## config.mk

```make
export PLATFORM = sky130hd
export DESIGN_NAME = rgb_pwm_sequencer
export DESIGN_NICKNAME = d
export VERILOG_FILES = /design/src/rtl/rgb_pwm_sequencer.sv
export SDC_FILE = /design/constraint.sdc
export NUM_CORES = 1
export LEC_CHECK = 0
export ABC_AREA = 0
export CAP_MARGIN = 10
export CORE_UTILIZATION = 45
export DETAILED_ROUTE_END_ITERATION = 12
export PLACE_DENSITY_LB_ADDON = 0.12
export SLEW_MARGIN = 5
export SYNTH_ARGS = -nofsm -noshare
export SYNTH_HDL_FRONTEND = slang
export SYNTH_SLANG_ARGS = --single-unit
```

## constraint.sdc

```tcl
create_clock -name clk -period 5.9 [get_ports clk]
set_input_delay 1.475 -clock clk [delete_from_list [all_inputs] [get_ports clk]]
set_output_delay 1.475 -clock clk [all_outputs]
set_load 0.02 [all_outputs]
```

## src/rtl/rgb_pwm_sequencer.sv

```systemverilog
// Three-channel PWM with a red->green->blue colour-wheel fade for the RGB LED driver.
// Define RGB_GAMMA_EN to apply a square-law correction when active duties are loaded.
module rgb_pwm_sequencer #(
  parameter int PWM_BITS    = 8,
  parameter int STEP_CYCLES = 48000
) (
  input  logic       clk,
  input  logic       rst,
  input  logic       en,
  output logic       pwm_red,
  output logic       pwm_green,
  output logic       pwm_blue,
  output logic [1:0] phase,
  output logic       period_start
);

  localparam logic [PWM_BITS-1:0] FS    = '1;
  localparam logic [PWM_BITS-1:0] FS_M1 = FS - 1'b1;
  localparam logic [PWM_BITS-1:0] ZERO  = '0;

  localparam int                 PRESC_W    = (STEP_CYCLES > 1) ? $clog2(STEP_CYCLES) : 1;
  localparam logic [PRESC_W-1:0] PRESC_LAST = PRESC_W'(STEP_CYCLES - 1);

  localparam logic [1:0] PH_R2G = 2'd0;
  localparam logic [1:0] PH_G2B = 2'd1;
  localparam logic [1:0] PH_B2R = 2'd2;
  localparam logic [1:0] PH_BAD = 2'd3;

  logic [PWM_BITS-1:0] pwm_cnt;
  logic [PRESC_W-1:0]  presc;
  logic [PWM_BITS-1:0] tgt_r;
  logic [PWM_BITS-1:0] tgt_g;
  logic [PWM_BITS-1:0] tgt_b;
  logic [PWM_BITS-1:0] act_r;
  logic [PWM_BITS-1:0] act_g;
  logic [PWM_BITS-1:0] act_b;
  logic                boundary;
  logic                step;

  function automatic logic [PWM_BITS-1:0] sat_inc(input logic [PWM_BITS-1:0] v);
    return (v == FS) ? FS : v + 1'b1;
  endfunction

  function automatic logic [PWM_BITS-1:0] sat_dec(input logic [PWM_BITS-1:0] v);
    return (v == ZERO) ? ZERO : v - 1'b1;
  endfunction

`ifdef RGB_GAMMA_EN
  function automatic logic [PWM_BITS-1:0] load_duty(input logic [PWM_BITS-1:0] t);
    logic [2*PWM_BITS-1:0] sq;
    sq = {{PWM_BITS{1'b0}}, t} * {{PWM_BITS{1'b0}}, t};
    return sq[2*PWM_BITS-1:PWM_BITS];
  endfunction
`else
  function automatic logic [PWM_BITS-1:0] load_duty(input logic [PWM_BITS-1:0] t);
    return t;
  endfunction
`endif

  assign boundary = (pwm_cnt == FS);
  assign step     = en & (presc == PRESC_LAST);

  // Period timebase: free-running regardless of en
  always_ff @(posedge clk) begin
    if (rst) begin
      pwm_cnt      <= '0;
      period_start <= 1'b0;
    end else begin
      pwm_cnt      <= pwm_cnt + 1'b1;
      period_start <= boundary;
    end
  end

  always_ff @(posedge clk) begin
    if (rst) begin
      presc <= '0;
    end else if (en) begin
      presc <= (presc == PRESC_LAST) ? '0 : presc + 1'b1;
    end
  end

  // Fade stage: targets move one LSB per step; saturation keeps the channels from wrapping
  always_ff @(posedge clk) begin
    if (rst || phase == PH_BAD) begin
      phase <= PH_R2G;
      tgt_r <= FS;
      tgt_g <= ZERO;
      tgt_b <= ZERO;
    end else if (step) begin
      case (phase)
        PH_R2G: begin
          tgt_r <= sat_dec(tgt_r);
          tgt_g <= sat_inc(tgt_g);
          if (tgt_g >= FS_M1) phase <= PH_G2B;
        end
        PH_G2B: begin
          tgt_g <= sat_dec(tgt_g);
          tgt_b <= sat_inc(tgt_b);
          if (tgt_b >= FS_M1) phase <= PH_B2R;
        end
        PH_B2R: begin
          tgt_b <= sat_dec(tgt_b);
          tgt_r <= sat_inc(tgt_r);
          if (tgt_r >= FS_M1) phase <= PH_R2G;
        end
        default: begin
        end
      endcase
    end
  end

  // Duty stage: loaded only at the period boundary so a period never sees two duties
  always_ff @(posedge clk) begin
    if (rst) begin
      act_r <= '0;
      act_g <= '0;
      act_b <= '0;
    end else if (boundary) begin
      act_r <= load_duty(tgt_r);
      act_g <= load_duty(tgt_g);
      act_b <= load_duty(tgt_b);
    end
  end

  // Output stage: one cycle behind the counter
  always_ff @(posedge clk) begin
    if (rst) begin
      pwm_red   <= 1'b0;
      pwm_green <= 1'b0;
      pwm_blue  <= 1'b0;
    end else begin
      pwm_red   <= en & (pwm_cnt < act_r);
      pwm_green <= en & (pwm_cnt < act_g);
      pwm_blue  <= en & (pwm_cnt < act_b);
    end
  end

endmodule

```

==> flow_summary.yaml <==
run_status:
  status: "complete, no violations"
logic_synthesis:
  synth_simple_gate_area_share_pct: 25.54
  synth_top_area_share_pct: 31.97
  synthFlopType: "dfxtp_1"
  ys_warn_count: 0
  postSynthCellCount: 631
  async_reset_ff_share_pct: 0
  synth-seq-cells: 78
  synth-edff-count: 0
  synth_top_family_by_area: "simple AND/OR/NAND/NOR gates"
  synth_adder_area_share_pct: 9.990
  synth-compound-area-share_pct: 22.23
  synth_mux_area_share_pct: 0.2305
  synth_xor_area_share_pct: 3.048
  synth_area_um2: 4885
  yosysTopAreaCell: "dfxtp_1"
  syn_avg_cell_area_um2: 7.741
  synth_cell_types: 64
  netlist_top_cells_area: "dfxtp_1 32%, ha_1 10%, a21oi_1 6.7%, nand2_1 6.1%, o21ai_0 4.4%"
  synth_fp_nets: 673
  seq_area_frac_synth_pct: 31.97
floorplan:
  die_w_um: 106.2
  start_util_pct: 46.89
  num_rows: 37
  fp.coreArea_um2: 10420
  die_y_um: 106.2
  io-pin-count: 9
  design.die.area_um2: 11280
clock_tree:
  numClockSinks: 78
  cts-root-buf: "clkbuf_8"
  hold_buffers: 0
  cts_tree: "done"
  cts_resized: 0
  htree_levels: 3
  clk_pin_slew_ns: 0.08
  clock_latency_ns: 0.35
  post-cts-setup-buffers: 0
  cts_buffers: 9
  cts.path.max_buffers: 2
route:
  wire_per_inst_um: 15.29
  firstDrtPassIters: 5
  vias: 4329
  routed_via_density: 5.749
  drt_iter0_markers: 231
  remaining_drc_errors: 0
  antenna_left: 0
  drt_wl_total_um: 11520
grt:
  antenna_found_initial: 0
  grt_max_degree: 41
  grt_pass1_wl_um: 19720
  grt_pass1_vias: 4017
  grtUsageTotal_pct: 21.84
  grt.overflow.total: 0
cells_and_area:
  final_common_cell: "nand2_1"
  fill_cells: 1055
  nets: 655
  n_antenna_cell: 0
  syn_to_final_growth_pct: 5.379
  layout-drive-gt1-share_pct: 5.673
  layout_common_cells: "80 x nand2_1, 78 x dfxtp_1, 65 x a21oi_1, 48 x nor2_1, 43 x o21ai_0"
power:
  swShare_pct: 22.94
  pwr-share-seq_pct: 55.0
  p_sw_mw: 0.2232
  power.total_mw: 0.9733
  leakagePower_nw: 1.856
  p_per_area_nw_per_um2: 189.1
  power_frac_comb_pct: 3.6
  internal-power_mw: 0.7500
  ir_drop_v: 0.0001031
  clkPwrFrac_pct: 41.4
sta:
  period_share_pct: 61.76
  worst_slew_pin_slew_ns: 1.176
  rsz0062_at_grt: "false"
  clock_skew_ns: 0.007079
  period_minus_slack_ns: 3.644
  finalHoldViolCount: 0
  maxSlewViolCount: 0
  max_clock_freq_mhz: 274.4
  fin_tns_setup_ns: 0
  setup_violations: 0
  relSlewSlack_pct: 21.33
critical_path:
  path_max_fanout: 9
  r2r-start: "presc[0]$_SDFFE_PP0P_"
  startpoint: "en"
  start_kind: "primary input"
  endpoint_kind: "flip-flop"
  worst-setup-path-type: "in2reg"
  reg2reg_to: "tgt_g[3]$_SDFFE_PP0P_"
  required_ns: 6.11
  cp.arrival_ns: 3.86
  reg2reg_slack_ns: 3.41
  cp-endpoint: "tgt_g[3]$_SDFFE_PP0P_"
  r2r_cells: 6
job:
  maxCapViolations: 0
place:
  dp_hpwl_um: 8162
  gp_congestion: 0.8420
  io_buffers: 8
min_path:
  min-delay-path-class: "reg2reg"
-- area by class of cell --
class / count / area [um^2] / area share (%)
Multi-Input combinational cell: 477 / 2982 / 57.92
Timing Repair Buffer: 11 / 102.6 / 1.993
Tap cell: 136 / 170.2 / 3.306
Sequential cell: 78 / 1562 / 30.34
Clock buffer: 10 / 137.6 / 2.674
Clock inverter: 5 / 58.81 / 1.142
Inverter: 36 / 135.1 / 2.625
-- per-stage QoR --
stage | hold slack, ns | util [%] | setup WS (ns) | instance area (um^2) | cells
after global placement | 0.4453 | 47.53 | 1.980 | 4951 | 738
after detailed placement | 0.4472 | 47.53 | 1.962 | 4951 | 738
after floorplan | 0.4363 | - | 2.968 | 4885 | 631
after CTS | 0.4579 | 49.42 | 2.345 | 5147 | 753
after global routing | 0.4750 | 49.42 | 2.139 | 5147 | 753
final | 0.4569 | 49.42 | 2.256 | 5147 | 753
-- power by group through the flow --
stage	Sequential (mW)	Combinational (mW)	Clock, mW
after CTS	0.536	0.0353	0.418
after global placement	0.548	0.0337	0
after floorplan	0.548	0.0234	0
after global routing	0.536	0.0392	0.444
after detailed placement	0.548	0.0351	0
final	0.536	0.0346	0.403
-- metal layers --
metal	GRT usage, %	routed length, um	up-vias
li1	-	-	2214
met1	30.72	5693	1983
met2	34.28	5091	128
met3	4.905	679	4
met4	3.968	50	0
met5	0	0	-
-- worst max-delay path, stage by stage --
cell and delay [ns]:
clkdlybuf4s50_1 0.58, nand3_1 0.34, nor4_4 0.68, nand2_1 0.11, nor3_1 0.52, a31oi_1 0.14
-- registers in the layout, summed over array words and instances (netlist names), 2 cells and up --
register,flops
act_b,8
tgt_b,8
tgt_g,8
presc,16
pwm_cnt,8
act_g,8
tgt_r,8
phase,2
act_r,8
-- worst min path at each step --
stage,startpoint,to,slack (ns),cells after the start
after detailed placement,act_b[1]$_SDFFE_PP0P_,act_b[1]$_SDFFE_PP0P_,0.45,2
after global routing,act_r[3]$_SDFFE_PP0P_,act_r[3]$_SDFFE_PP0P_,0.48,2
after global placement,act_b[4]$_SDFFE_PP0P_,act_b[4]$_SDFFE_PP0P_,0.45,2
after floorplan,act_b[1]$_SDFFE_PP0P_,act_b[1]$_SDFFE_PP0P_,0.44,2
final,act_g[7]$_SDFFE_PP0P_,act_g[7]$_SDFFE_PP0P_,0.46,2
after CTS,act_g[7]$_SDFFE_PP0P_,act_g[7]$_SDFFE_PP0P_,0.46,2
-- synth_stat cells (all sizes together) (4+ instances only) --
| library cell | count |
|---|---|
| and3 | 12 |
| nor2 | 48 |
| nor2b | 5 |
| or3 | 8 |
| dfxtp | 78 |
| o211ai | 6 |
| nand2b | 5 |
| nand3 | 26 |
| buf | 8 |
| o31ai | 4 |
| o21ai | 45 |
| a31oi | 11 |
| nand4 | 11 |
| a211oi | 10 |
| o21a | 5 |
| inv | 36 |
| nor3 | 12 |
| a21oi | 65 |
| nor4 | 9 |
| xor2 | 11 |
| ha | 39 |
| o311ai | 4 |
| and4 | 5 |
| a21o | 10 |
| xnor2 | 6 |
| nand2 | 80 |
| clkbuf | 32 |
-- kinds of logic (layout without fill, tap and decap cells) --
group,after synthesis,in the layout
flip-flops,78,78
AND/OR/NAND/NOR,243,243
buffers and inverters,76,62
multiplexers,1,1
AO/OA/AOI/OAI,177,177
adder cells (fa/ha/maj),39,39
XOR/XNOR,17,17
Power figures use the tool's default switching activity.
